==> src/rtl/arcade_input_pkg.sv <==
// Shared types, key codes and direction helpers for the arcade input mapper.
package arcade_input_pkg;

    typedef enum logic [1:0] {
        RotNone = 2'd0,
        RotCw   = 2'd1,
        RotCcw  = 2'd2,
        RotFlip = 2'd3
    } rotate_e;

    localparam int unsigned DirR  = 0;
    localparam int unsigned DirL  = 1;
    localparam int unsigned DirD  = 2;
    localparam int unsigned DirU  = 3;
    localparam int unsigned Fire1 = 4;
    localparam int unsigned Fire2 = 5;
    localparam int unsigned Fire3 = 6;
    localparam int unsigned Fire4 = 7;

    // Arrow keys are matched on the low byte only, extended or not.
    localparam logic [7:0] KeyArrowUp    = 8'h75;
    localparam logic [7:0] KeyArrowDown  = 8'h72;
    localparam logic [7:0] KeyArrowLeft  = 8'h6B;
    localparam logic [7:0] KeyArrowRight = 8'h74;

    localparam logic [8:0] KeyLCtrl  = 9'h014;
    localparam logic [8:0] KeySpace  = 9'h029;
    localparam logic [8:0] KeyLAlt   = 9'h011;
    localparam logic [8:0] KeyLShift = 9'h012;
    localparam logic [8:0] KeyZ      = 9'h01A;
    localparam logic [8:0] KeyR      = 9'h02D;
    localparam logic [8:0] KeyF      = 9'h02B;
    localparam logic [8:0] KeyD      = 9'h023;
    localparam logic [8:0] KeyG      = 9'h034;
    localparam logic [8:0] KeyA      = 9'h01C;
    localparam logic [8:0] KeyS      = 9'h01B;
    localparam logic [8:0] KeyQ      = 9'h015;
    localparam logic [8:0] KeyW      = 9'h01D;
    localparam logic [8:0] KeyF1     = 9'h005;
    localparam logic [8:0] KeyF2     = 9'h006;
    localparam logic [8:0] Key5      = 9'h02E;
    localparam logic [8:0] Key6      = 9'h036;

    function automatic logic [3:0] rotate_dirs(input logic [3:0] dirs, input rotate_e mode);
        logic [3:0] r;
        r = dirs;
        case (mode)
            RotCw: begin
                r[DirU] = dirs[DirL];
                r[DirD] = dirs[DirR];
                r[DirL] = dirs[DirD];
                r[DirR] = dirs[DirU];
            end
            RotCcw: begin
                r[DirU] = dirs[DirR];
                r[DirD] = dirs[DirL];
                r[DirL] = dirs[DirU];
                r[DirR] = dirs[DirD];
            end
            RotFlip: begin
                r[DirU] = dirs[DirD];
                r[DirD] = dirs[DirU];
                r[DirL] = dirs[DirR];
                r[DirR] = dirs[DirL];
            end
            default: r = dirs;
        endcase
        return r;
    endfunction

endpackage

==> src/rtl/coin_pulse_gen.sv <==
// Rising-edge triggered, non-retriggerable coin pulse of fixed length.
module coin_pulse_gen #(
    parameter int unsigned PulseCycles = 4800
) (
    input  logic clk_i,
    input  logic rst_i,
    input  logic src_i,
    output logic pulse_o
);

    localparam int unsigned CntW = $clog2(PulseCycles + 1);
    localparam logic [CntW-1:0] LoadVal = CntW'(PulseCycles);

    logic            src_q;
    logic            pulse_q;
    logic [CntW-1:0] cnt_q, cnt_d;

    // Edges while the counter runs are dropped, so the pulse never stretches.
    always_comb begin
        cnt_d = cnt_q;
        if (cnt_q != '0) begin
            cnt_d = cnt_q - 1'b1;
        end else if (src_i && !src_q) begin
            cnt_d = LoadVal;
        end
    end

    always_ff @(posedge clk_i or posedge rst_i) begin
        if (rst_i) begin
            src_q   <= 1'b0;
            cnt_q   <= '0;
            pulse_q <= 1'b0;
        end else begin
            src_q   <= src_i;
            cnt_q   <= cnt_d;
            pulse_q <= (cnt_q != '0);
        end
    end

    assign pulse_o = pulse_q;

endmodule

==> src/rtl/arcade_input_mapper.sv <==
// PS/2 + joystick to per-player control vectors with rotation, SOCD, autofire and coin pulses.
module arcade_input_mapper
    import arcade_input_pkg::*;
#(
    parameter int unsigned NUM_PLAYERS       = 2,
    parameter int unsigned NUM_BUTTONS       = 3,
    parameter int unsigned COIN_PULSE_CYCLES = 4800,
    parameter int unsigned COIN_FROM_START   = 1,
    parameter int unsigned AUTOFIRE_FRAMES   = 2,
    parameter int unsigned SOCD_NEUTRAL      = 0
) (
    input  logic                                    clk_sys,
    input  logic                                    RESET,
    input  logic [64:0]                             ps2_key,
    input  logic [15:0]                             joystick_0,
    input  logic [15:0]                             joystick_1,
    input  logic [1:0]                              rotate,
    input  logic                                    merge_joy,
    input  logic                                    autofire_en,
    input  logic                                    ce_frame,
    output logic [NUM_PLAYERS*(4+NUM_BUTTONS)-1:0]  ctrl_out,
    output logic [NUM_PLAYERS-1:0]                  start_out,
    output logic [NUM_PLAYERS-1:0]                  coin_out
);

    localparam int unsigned CtrlW = 4 + NUM_BUTTONS;
    localparam int unsigned AfW   = $clog2(AUTOFIRE_FRAMES + 1);

    logic       pressed, extended, key_event;
    logic [8:0] code;
    logic       toggle_q, armed_q;
    logic [1:0][7:0] keys_q, keys_d;
    logic       space_q, space_d;
    logic [1:0] start_key_q, start_key_d;
    logic [1:0] coin_key_q, coin_key_d;
    logic [1:0][CtrlW-1:0] raw;
    logic [7:0] p1_keys;

    assign pressed  = ps2_key[15:8] != 8'hF0;
    assign extended = pressed ? (ps2_key[15:8] == 8'hE0) : (ps2_key[23:16] == 8'hE0);
    assign code     = (ps2_key[63:24] != '0) ? 9'h000 : {extended, ps2_key[7:0]};
    // The first cycle after reset only samples the toggle bit so nothing stale replays.
    assign key_event = armed_q && (ps2_key[64] != toggle_q);

    always_comb begin
        keys_d      = keys_q;
        space_d     = space_q;
        start_key_d = start_key_q;
        coin_key_d  = coin_key_q;
        if (key_event) begin
            if (code[7:0] == KeyArrowUp) begin
                keys_d[0][DirU] = pressed;
            end else if (code[7:0] == KeyArrowDown) begin
                keys_d[0][DirD] = pressed;
            end else if (code[7:0] == KeyArrowLeft) begin
                keys_d[0][DirL] = pressed;
            end else if (code[7:0] == KeyArrowRight) begin
                keys_d[0][DirR] = pressed;
            end else begin
                case (code)
                    KeyLCtrl:  keys_d[0][Fire1] = pressed;
                    KeySpace:  space_d          = pressed;
                    KeyLAlt:   keys_d[0][Fire2] = pressed;
                    KeyLShift: keys_d[0][Fire3] = pressed;
                    KeyZ:      keys_d[0][Fire4] = pressed;
                    KeyR:      keys_d[1][DirU]  = pressed;
                    KeyF:      keys_d[1][DirD]  = pressed;
                    KeyD:      keys_d[1][DirL]  = pressed;
                    KeyG:      keys_d[1][DirR]  = pressed;
                    KeyA:      keys_d[1][Fire1] = pressed;
                    KeyS:      keys_d[1][Fire2] = pressed;
                    KeyQ:      keys_d[1][Fire3] = pressed;
                    KeyW:      keys_d[1][Fire4] = pressed;
                    KeyF1:     start_key_d[0]   = pressed;
                    KeyF2:     start_key_d[1]   = pressed;
                    Key5:      coin_key_d[0]    = pressed;
                    Key6:      coin_key_d[1]    = pressed;
                    default:   ;
                endcase
            end
        end
    end

    always_ff @(posedge clk_sys or posedge RESET) begin
        if (RESET) begin
            toggle_q    <= 1'b0;
            armed_q     <= 1'b0;
            keys_q      <= '0;
            space_q     <= 1'b0;
            start_key_q <= '0;
            coin_key_q  <= '0;
        end else begin
            toggle_q    <= ps2_key[64];
            armed_q     <= 1'b1;
            keys_q      <= keys_d;
            space_q     <= space_d;
            start_key_q <= start_key_d;
            coin_key_q  <= coin_key_d;
        end
    end

    always_comb begin
        p1_keys        = keys_q[0];
        p1_keys[Fire1] = keys_q[0][Fire1] | space_q;
        raw[0] = p1_keys[CtrlW-1:0] | joystick_0[CtrlW-1:0];
        raw[1] = keys_q[1][CtrlW-1:0];
        if (NUM_PLAYERS > 1) begin
            if (merge_joy) begin
                raw[0] = raw[0] | joystick_1[CtrlW-1:0];
            end else begin
                raw[1] = raw[1] | joystick_1[CtrlW-1:0];
            end
        end
    end

    for (genvar p = 0; p < NUM_PLAYERS; p++) begin : g_player
        logic [3:0]       dirs_rot, dirs_clean;
        logic             held, held_q, rise, phase_eff, phase_q, phase_d, fire1, coin_src;
        logic [AfW-1:0]   cnt_q, cnt_d, cnt_eff;
        logic [CtrlW-1:0] ctrl_d, ctrl_q;
        logic             start_q;

        assign dirs_rot = rotate_dirs(raw[p][3:0], rotate_e'(rotate));

        always_comb begin
            dirs_clean = dirs_rot;
            if (SOCD_NEUTRAL != 0) begin
                if (dirs_rot[DirU] && dirs_rot[DirD]) begin
                    dirs_clean[DirU] = 1'b0;
                    dirs_clean[DirD] = 1'b0;
                end
                if (dirs_rot[DirL] && dirs_rot[DirR]) begin
                    dirs_clean[DirL] = 1'b0;
                    dirs_clean[DirR] = 1'b0;
                end
            end

            // A fresh press restarts the cadence in the firing phase.
            held      = raw[p][Fire1];
            rise      = held && !held_q;
            phase_eff = rise || phase_q;
            cnt_eff   = rise ? '0 : cnt_q;
            cnt_d     = cnt_eff;
            phase_d   = phase_eff;
            if (ce_frame) begin
                if (cnt_eff == AfW'(AUTOFIRE_FRAMES - 1)) begin
                    cnt_d   = '0;
                    phase_d = !phase_eff;
                end else begin
                    cnt_d = cnt_eff + 1'b1;
                end
            end
            fire1 = autofire_en ? (held && phase_eff) : held;

            ctrl_d        = raw[p];
            ctrl_d[3:0]   = dirs_clean;
            ctrl_d[Fire1] = fire1;
        end

        always_ff @(posedge clk_sys or posedge RESET) begin
            if (RESET) begin
                held_q  <= 1'b0;
                phase_q <= 1'b0;
                cnt_q   <= '0;
                ctrl_q  <= '0;
                start_q <= 1'b0;
            end else begin
                held_q  <= held;
                phase_q <= phase_d;
                cnt_q   <= cnt_d;
                ctrl_q  <= ctrl_d;
                start_q <= start_key_q[p];
            end
        end

        assign coin_src = coin_key_q[p] | (start_key_q[p] & (COIN_FROM_START != 0));

        coin_pulse_gen #(
            .PulseCycles(COIN_PULSE_CYCLES)
        ) u_coin (
            .clk_i  (clk_sys),
            .rst_i  (RESET),
            .src_i  (coin_src),
            .pulse_o(coin_out[p])
        );

        assign ctrl_out[p*CtrlW +: CtrlW] = ctrl_q;
        assign start_out[p]               = start_q;
    end

    logic unused_bits;
    assign unused_bits = ^{joystick_0[15:CtrlW], joystick_1[15:CtrlW], keys_q, raw,
                           start_key_q, coin_key_q};

endmodule

==> config.mk <==
export PLATFORM = sky130hd
export DESIGN_NAME = arcade_input_mapper
export DESIGN_NICKNAME = d
export VERILOG_FILES = /design/src/rtl/arcade_input_pkg.sv /design/src/rtl/coin_pulse_gen.sv /design/src/rtl/arcade_input_mapper.sv
export SDC_FILE = /design/constraint.sdc
export NUM_CORES = 1
export LEC_CHECK = 0
export ABC_AREA = 1
export ABC_CLOCK_PERIOD_IN_PS = 2800
export CAP_MARGIN = 20
export CORE_ASPECT_RATIO = 1.2
export CORE_MARGIN = 1.5
export CORE_UTILIZATION = 48
export CTS_BUF_LIST = sky130_fd_sc_hd__clkbuf_4 sky130_fd_sc_hd__clkbuf_8 sky130_fd_sc_hd__clkbuf_16
export DETAILED_ROUTE_END_ITERATION = 16
export HOLD_SLACK_MARGIN = 0.06
export PLACE_DENSITY = 0.81
export SYNTH_ARGS = -nofsm -noshare
export SYNTH_HDL_FRONTEND = slang
export SYNTH_SLANG_ARGS = --single-unit
==> constraint.sdc <==
create_clock -name clk_sys -period 2.8 [get_ports clk_sys]
set_input_delay 0.56 -clock clk_sys [delete_from_list [all_inputs] [get_ports clk_sys]]
set_output_delay 0.56 -clock clk_sys [all_outputs]
set_load 0.02 [all_outputs]
Word-level counts from Yosys, hierarchy flattened
Index checks and enable logic that the tools add are counted.

Register bits: 75. Input port bits: 104. Output and inout port bits: 18. Word-level logic and storage cells: 140.

Add/sub/neg operators: 4. Equal/unequal tests: 28. Mux-type cells: 22. Bitwise logic cells: 10. Reduce and logical (&&, ||, !) cells: 39.

Operator list (number): 6-bit AND reduction (15); 9-bit by 6-bit equality test with 1-bit output (second input constant) (7); 9-bit by 5-bit equality test with 1-bit output (second input constant) (6); 13-bit two-way mux (4); 40-bit nonzero test (1); 8-bit by 7-bit equality test with 1-bit output (second input constant) (4); 13-bit nonzero test (2); 13-bit by 1-bit subtractor with 13-bit output (second input constant) (2); 4-bit case mux with 3 select lines (2); 7-bit bitwise OR (3); 9-bit by 3-bit equality test with 1-bit output (second input constant) (2); 8-bit equality test (second input constant) (2); 7-bit two-way mux (2); 2-bit two-way mux (6); 9-bit two-way mux (1); 8-bit inequality test (second input constant) (1); 1-bit logical AND (7); 1-bit two-way mux (7); 2-bit by 1-bit equality test with 1-bit output (second input constant) (3); 1-bit zero test (6); 5-bit AND reduction (1); 2-bit by 1-bit adder with 2-bit output (second input constant) (2); 2-bit equality test (second input constant) (2); 1-bit NOT (4); 7 further kinds (11).

Longest topological paths before layout
Gate-level depths: netlist of the first run.

Word-level depth: 9. Gate-level depth with buffers: 15. Mapped depth without buffers: 14.

By module
A second synthesis of the first run with hierarchy kept.

Cells, all modules: 619. Area, all modules: 4579.4 sq um.

Modules (own cells, without submodules): arcade_input_mapper (instances 1, cells each 383, area each 2702.6 sq um, seq. area each 1126.1 sq um); coin_pulse_gen (instances 2, cells each 118, area each 938.4 sq um, seq. area each 375.4 sq um).

Least setup slack after synthesis of the first run
No wires, ideal clock.

Path kind: input to register. Start: input port ps2_key[39]. End: register keys_q[6] (netlist bit). Library setup time: 0.118 ns. Data arrival time: 1.699 ns. Required time: 2.682 ns. Path slack: 0.983 ns. Stages on the path: 12. Buffers on the path: 0. Cell sequence: nor2_1 -> nand2_1 -> nor2_2 -> nand2_2 -> nor2_8 -> nand2_4 -> nor3_4 -> inv_2 -> nor2_2 -> nand2_1 -> o21ai_1 -> inv_1.

Word-level cells in the longest chain between the ends: 5. Elaborated cells between the ends (all ways): 12. Classes of those cells: 5 x eq/ne; 1 x mux; 4 x bitwise; 2 x reduce/logical.

Ends and longest elaborated chain: start, declared (line arcade_input_mapper.sv:14) `input logic [64:0] ps2_key,`; 40-bit nonzero test * (line arcade_input_mapper.sv:41) `assign code = (ps2_key[63:24] != '0) ? 9'h000 : {extended, ps2_key[7:0]};`; 9-bit two-way mux * (line arcade_input_mapper.sv:41); 8-bit by 7-bit equality test with 1-bit output, on equally long branches; 1-bit NOT (no source line); 6-bit AND reduction (no source line) *; end signal, assigned (line arcade_input_mapper.sv:95) `keys_q <= keys_d;`; end, declared (line arcade_input_mapper.sv:32) `logic [1:0][7:0] keys_q, keys_d;`.

Every way passes the cells marked *; elsewhere a longest branch is shown, timed or not. A chain may end at the register's enable or synchronous reset.

Worst setup path after layout of the first run
Start: input port ps2_key[43]. End: register keys_q[6] (netlist bit).

The elaborated chain is that of the path after synthesis.

==> results.yml, run 1 <==
grt:
  grt_pass1_vias: 3978
  overflow: 0
  grt_pass1_wl_mm: 16.6
  track_usage_pct: 22.3
  grt_antenna_before_repair: 0
  grt_max_degree: 61
sta:
  fmax_mhz: 475
  post-route-period-util_pct: 75.2
  clock_skew_ps: 16.2
  setup_viol: 0
  fin_crit_ps: 2110
  hold_ws_ps: 392
  finalSetupTns_ps: 0
  rsz0062_at_grt: "false"
  slew_viol_final: 0
  tightest_slew_ps: 689
  slew_headroom_pct: 53.7
  finalHoldViolations: 0
  worst_slack_ps: 694
clock_network:
  cts_buffers: 9
  clock-sinks: 75
  cts_tree: "yes"
  cts_buffer_depth: 2
  clkLatencyLatePin_ps: 350
  path_clk_slew_ps: 90
  cts_resized: 0
  h-tree-depth: 3
  root_buffer: "clkbuf_8"
  post-cts-setup-buffers: 0
  postCtsHoldBufs: 0
pwr:
  clkPwrFrac_pct: 34.9
  p_switching_uw: 574
  leakage_nw: 2.71
  p_int_mw: 1.70
  switching_share_pct: 25.2
  powerDensity_nw_per_um2: 405
  p_seq_share_pct: 50.0
  vdd_drop_max_mv: 0.223
  power_frac_comb_pct: 15.1
  fin_total_pwr_mw: 2.28
detailed_routing:
  met3WireLength_um: 472
  vias: 3945
  antenna_left: 0
  first_iter_violations: 279
  met2_length_mm: 5.04
  first_pass_iters: 6
  drc: 0
  top_layer: "met4"
  viasPerCell: 4.95
  post_drt_wl_per_cell_um: 12.1
  met1Wirelength_mm: 3.91
  routed_wl_mm: 9.62
final_layout:
  final_core_util_pct: 65.3
  drive_gt1_share_pct: 9.41
  area_delta_synth_final_pct: 32.3
  antenna_cells: 0
  final_nets: 781
place:
  hpwl_mm: 7.74
  globalplace.congestion: 0.914
  port-buffer-count: 103
  dp_slack_ps: 304
floorplanning:
  core_area_um2: 8610
  ios: 122
  rows: 37
  die-height_um: 106
  dieArea_um2: 9430
  start_util_pct: 49.4
  die_x_um: 88.9
critical_path:
  path_cells: "clkdlybuf4s50_1 > nor2_1 > nand2_1 > nor2_2 > nand2_2 > nor2_8 > nand2_4 > nor3_4 > inv_2 > nor2_2 > nand2_1 > o21ai_1 > inv_1"
  cp_num_buf_inv: 3
  critPathMaxStageDelay_ps: 400
  cp-end-kind: "flop"
  crit_required_ps: 3050
  crit_path_top_delay_cell: "clkdlybuf4s50_1"
  critPathTopFamily: "simple AND/OR/NAND/NOR gates"
  worstSetupPathType: "input pin to flop"
  timing.critical_path.from_type: "input pin"
  critical_path_arrival_ps: 2350
  critPathMaxFanout: 5
synthesis:
  yosysTopAreaCell: "dfrtp_1"
  yosys_register_bits: 75
  synth.distinct_cells: 38
  syn_inst: 563
  synth.top_cell.area_share_pct: 44.2
  yosys_warnings: 0
  syn_nets: 669
  avgSynthCellArea_um2: 7.55
  netlist_top_cells_area: "dfrtp_1 (44%), nand2_1 (9.9%), inv_1 (9.7%), nor2_1 (6.7%), nand3_1 (3.9%)"
  synth_area_um2: 4250
  ys_seq_area_share_pct: 44.2
status:
  status: "completed"
run:
  cap_violations: 0
worst_hold_path:
  hold_class: "flop to flop"
## power groups by stage
stage	Combinational (mW)	Clock [mW]	Sequential, mW
final	0.344	0.795	1.14
after global routing	0.374	0.853	1.14
after CTS	0.347	0.812	1.14
after detailed placement	0.346	0	1.16
after global placement	0.335	0	1.16
after floorplan	0.124	0	1.18
## path summary, 6_finish.rpt
check,start,to,slack [ps],cells past startpoint
min in group asynchronous,RESET,g_player[1].u_coin.cnt_q[3]$_DFFE_PP0P_,490,2
max,ps2_key[43],keys_q[6]$_DFFE_PP0P_,690,13
max in group asynchronous,RESET,coin_key_q[0]$_DFFE_PP0P_,1690,3
max reg2reg,g_player[0].u_coin.cnt_q[0]$_DFFE_PP0P_,g_player[0].u_coin.cnt_q[9]$_DFFE_PP0P_,710,7
min,start_key_q[1]$_DFFE_PP0P_,g_player[1].start_q$_DFF_PP0_,390,0
min reg2reg,start_key_q[1]$_DFFE_PP0P_,g_player[1].start_q$_DFF_PP0_,390,0
## cell type report
class                   instances  area, um2
clock buffers                  12        165
clock inverters                 4       31.3
fillers                       750       2990
inverters                     122        458
multi-input cells             361       1880
flip-flops and latches         75       1880
well taps                     117        146
repair buffers                106       1070
## synthesized netlist by cell type, drive strengths merged
library cell / count
inv: 122
nand2: 119
nor2: 93
dfrtp: 75
nand3: 36
o21ai: 30
a21oi: 19
nand4: 18
xor2: 10
nor3: 9
o2111ai: 6
buf: 5
o22ai: 4
xnor2: 3
ha: 2
nor4: 2
o21bai: 2
a21boi: 1
a21o: 1
conb: 1
mux2i: 1
nand3b: 1
o211ai: 1
o21a: 1
or2: 1
## kinds of logic (layout without fill, tap and decap cells)
logic type	after synthesis	in the layout	synth area share, %
flip-flops	75	75	44.2
XOR/XNOR	13	13	2.68
other	1	1	0.0882
AND/OR/NAND/NOR	279	279	31.9
multiplexers	1	1	0.236
buffers and inverters	127	244	11.7
AO/OA/AOI/OAI	65	65	8.74
adder cells (fa/ha/maj)	2	2	0.589
## per-layer routing
layer  track usage, %  vias up
li1                 -     1976
met1             25.2     1817
met2             40.7      137
met3             3.96       15
met4             8.26        0
met5                0        -
## sequential cells by signal (all words and copies together), names as in the netlist
signal	flops
g_player.cnt_q	4
g_player.u_coin.src_q	2
g_player.u_coin.cnt_q	26
keys_q	14
g_player.start_q	2
space_q	1
g_player.phase_q	2
g_player.ctrl_q	14
toggle_q	1
armed_q	1
start_key_q	2
g_player.held_q	2
g_player.u_coin.pulse_o	2
coin_key_q	2
## through the flow
| step | std cells | cell area, um2 |
|---|---|---|
| global route | 797 | 5620 |
| CTS | 797 | 5620 |
| detailed placement | 781 | 5430 |
| floorplan | 563 | 4250 |
| finish | 797 | 5620 |
| global placement | 781 | 5430 |
## cells in the final DEF (no fill, tap or decap), drive strengths merged, types with 3 or more instances in the layout
master,synthesis,final
clkbuf,0,12
nand2,119,119
inv,122,123
o22ai,4,4
clkinvlp,0,3
nand3,36,36
clkdlybuf4s50,0,103
buf,5,3
o2111ai,6,6
o21ai,30,30
a21oi,19,19
nor2,93,93
dfrtp,75,75
xnor2,3,3
nand4,18,18
nor3,9,9
xor2,10,10
Note: power is estimated with default switching activity, not from simulation.
==> inputs of run 2 (changes only) <==
Settings changed: ABC_CLOCK_PERIOD_IN_PS 2800 to 2150.
Clock period 2.8 ns to 2.15 ns, I/O delays scaled along.
==> run 2 against run 1 <==
Effect of this change: global-route usage decreased by 0.89 points; count of clock-buffer cells in the layout is 3 lower; flip-flop and latch count did not move; first-iteration DRC count down 40%; design area rose by 3.7%; via count up 0.79%; worst setup slack worse by 620 ps; cell count is 2.1% higher; critical path depth up 1; clock skew decreased by 3.4 ps; die area unchanged; largest power group unchanged; highest routed layer unchanged.
==> results.yml, run 2 (synthesis results as in run 1) <==
status:
  status: "completed"
critical_path:
  cp-end-kind: "flop"
  cp_num_buf_inv: 4
  critPathMaxStageDelay_ps: 410
  critPathMaxFanout: 5
  critPathTopFamily: "simple AND/OR/NAND/NOR gates"
  crit_path_top_delay_cell: "clkdlybuf4s50_1"
  crit_required_ps: 2400
  r2r-end: "g_player[1].u_coin.cnt_q[7]$_DFFE_PP0P_"
  path_cells: "clkdlybuf4s50_1 > nor2_1 > nand2_1 > nor2_2 > buf_4 > nand2_4 > nor2_8 > nand2_8 > nor3_4 > inv_2 > nor2_4 > nand2_2 > o21ai_2 > inv_1"
  timing.rr.start: "g_player[1].u_coin.cnt_q[0]$_DFFE_PP0P_"
  worstSetupPathDepth: 14
  timing.critical_path.from_type: "input pin"
  r2r_setup_slack_ps: 200
  worstSetupPathType: "input pin to flop"
  crit_start: "ps2_key[47]"
  rr_worst_depth: 11
  critPathCapture: "keys_q[6]$_DFFE_PP0P_"
  critical_path_arrival_ps: 2320
clock_network:
  cts_buffer_depth: 2
  postCtsHoldBufs: 0
  cts_tree: "yes"
  cts_buffers: 9
  clock-sinks: 75
  path_clk_slew_ps: 90
  clkLatencyLatePin_ps: 350
  h-tree-depth: 3
  root_buffer: "clkbuf_8"
worst_hold_path:
  hold_class: "flop to flop"
final_layout:
  top_register: "g_player.u_coin.cnt_q"
  reg_top3: "g_player.u_coin.cnt_q: 26 flops, g_player.ctrl_q: 14 flops, keys_q: 14 flops"
  final_common_cell: "inv_1"
  final_nets: 798
  largest_register_ff_count: 26
  final_cell_mix: "inv_1 (109), nand2_1 (108), clkdlybuf4s50_1 (99)"
  final_core_util_pct: 67.7
  multiInputGateArea_um2: 1940
  antenna_cells: 0
  fillers: 730
  design_area_um2: 5830
  fin_cells: 814
  drive_gt1_share_pct: 13.1
  regArea_um2: 1880
  area_delta_synth_final_pct: 37.2
detailed_routing:
  first_iter_violations: 167
  drc: 0
  viasPerCell: 4.88
  vias: 3976
  post_drt_wl_per_cell_um: 11.6
  first_pass_iters: 4
  routed_wl_mm: 9.47
  antenna_left: 0
place:
  hpwl_mm: 7.65
  port-buffer-count: 103
  globalplace.congestion: 0.932
  dp_cells: 797
  placed_cell_area_um2: 5560
run:
  cap_violations: 0
sta:
  slew_viol_final: 0
  fin_crit_ps: 2070
  clock_skew_ps: 12.8
  finalSetupTns_ps: 0
  slew_headroom_pct: 65.1
  fmax_mhz: 482
  post-route-period-util_pct: 96.5
  setup_viol: 0
  finalHoldViolations: 0
  tightest_slew_ps: 521
grt:
  track_usage_pct: 21.4
  grt_pass1_wl_mm: 16.0
  overflow: 0
  grt_pass1_vias: 3845
  grt_antenna_before_repair: 0
  grt_max_degree: 64
floorplanning:
  ios: 122
  die-height_um: 106
  start_util_pct: 49.4
  die_x_um: 88.9
  dieArea_um2: 9430
  core_area_um2: 8610
  rows: 37
pwr:
  powerDensity_nw_per_um2: 503
  vdd_drop_max_mv: 0.281
  leakage_nw: 2.84
==> run 2: cell count changes in the layout (fill, tap and decap cells not counted), sizes merged <==
| cell | delta |
|---|---|
| clkdlybuf4s50 | -4 |
| dlymetal6s2s | +4 |
| clkinvlp | -1 |
| buf | +17 |
| inv | +1 |
| clkinv | +3 |
| clkbuf | -3 |
==> run 2: through the flow <==
stage	hold WS (ps)	total power [mW]	worst slack [ps]
5_1_grt	394	3.06	-38.7
3_5_place_dp	361	1.97	-274
4_1_cts	369	2.96	99.6
2_1_floorplan	354	1.70	404
6_report	370	2.94	75.1
3_3_place_gp	361	1.95	-193
==> run 2: per-layer routing <==
metal  wire length, um  vias to the layer above  GRT usage (%)
met5                 0                        -              0
li1                  -                     2015              -
met3               455                       14           4.04
met1              3790                     1810           24.6
met4               146                        0           7.92
met2              5080                      137           38.5
==> run 2: worst min-delay path by stage <==
| stage | start | cells past startpoint | slack [ps] | end |
|---|---|---|---|---|
| 6_report | start_key_q[0]$_DFFE_PP0P_ | 0 | 370 | g_player[0].start_q$_DFF_PP0_ |
| 5_1_grt | start_key_q[1]$_DFFE_PP0P_ | 0 | 390 | g_player[1].start_q$_DFF_PP0_ |
| 4_1_cts | RESET | 2 | 370 | g_player[1].ctrl_q[4]$_DFF_PP0_ |
| 3_5_place_dp | start_key_q[0]$_DFFE_PP0P_ | 0 | 360 | g_player[0].start_q$_DFF_PP0_ |
| 3_3_place_gp | start_key_q[1]$_DFFE_PP0P_ | 0 | 360 | g_player[1].start_q$_DFF_PP0_ |
| 2_1_floorplan | start_key_q[0]$_DFFE_PP0P_ | 0 | 350 | g_player[0].start_q$_DFF_PP0_ |
==> run 2: cell type report <==
cell class | instances | share of cell area, %
Multi-Input combinational cell | 361 | 33.3
Sequential cell | 75 | 32.2
Timing Repair Buffer | 123 | 20.9
Inverter | 122 | 7.92
Tap cell | 117 | 2.51
Clock buffer | 9 | 2.12
Clock inverter | 7 | 1.01
==> run 2: power breakdown <==
part | switching [mW] | total, mW | internal [mW]
combinational | 0.215 | 0.459 | 0.244
sequential | 0.0176 | 1.48 | 1.46
clock | 0.558 | 0.994 | 0.436
total | 0.790 | 2.94 | 2.14
==> run 2: repair_timing <==
action / in CTS / in global routing
endpoints found under the hold margin: 0 / 0
buffers inserted: 0 / 1
gates resized for setup: 0 / 21
setup endpoints to repair: 0 / 19
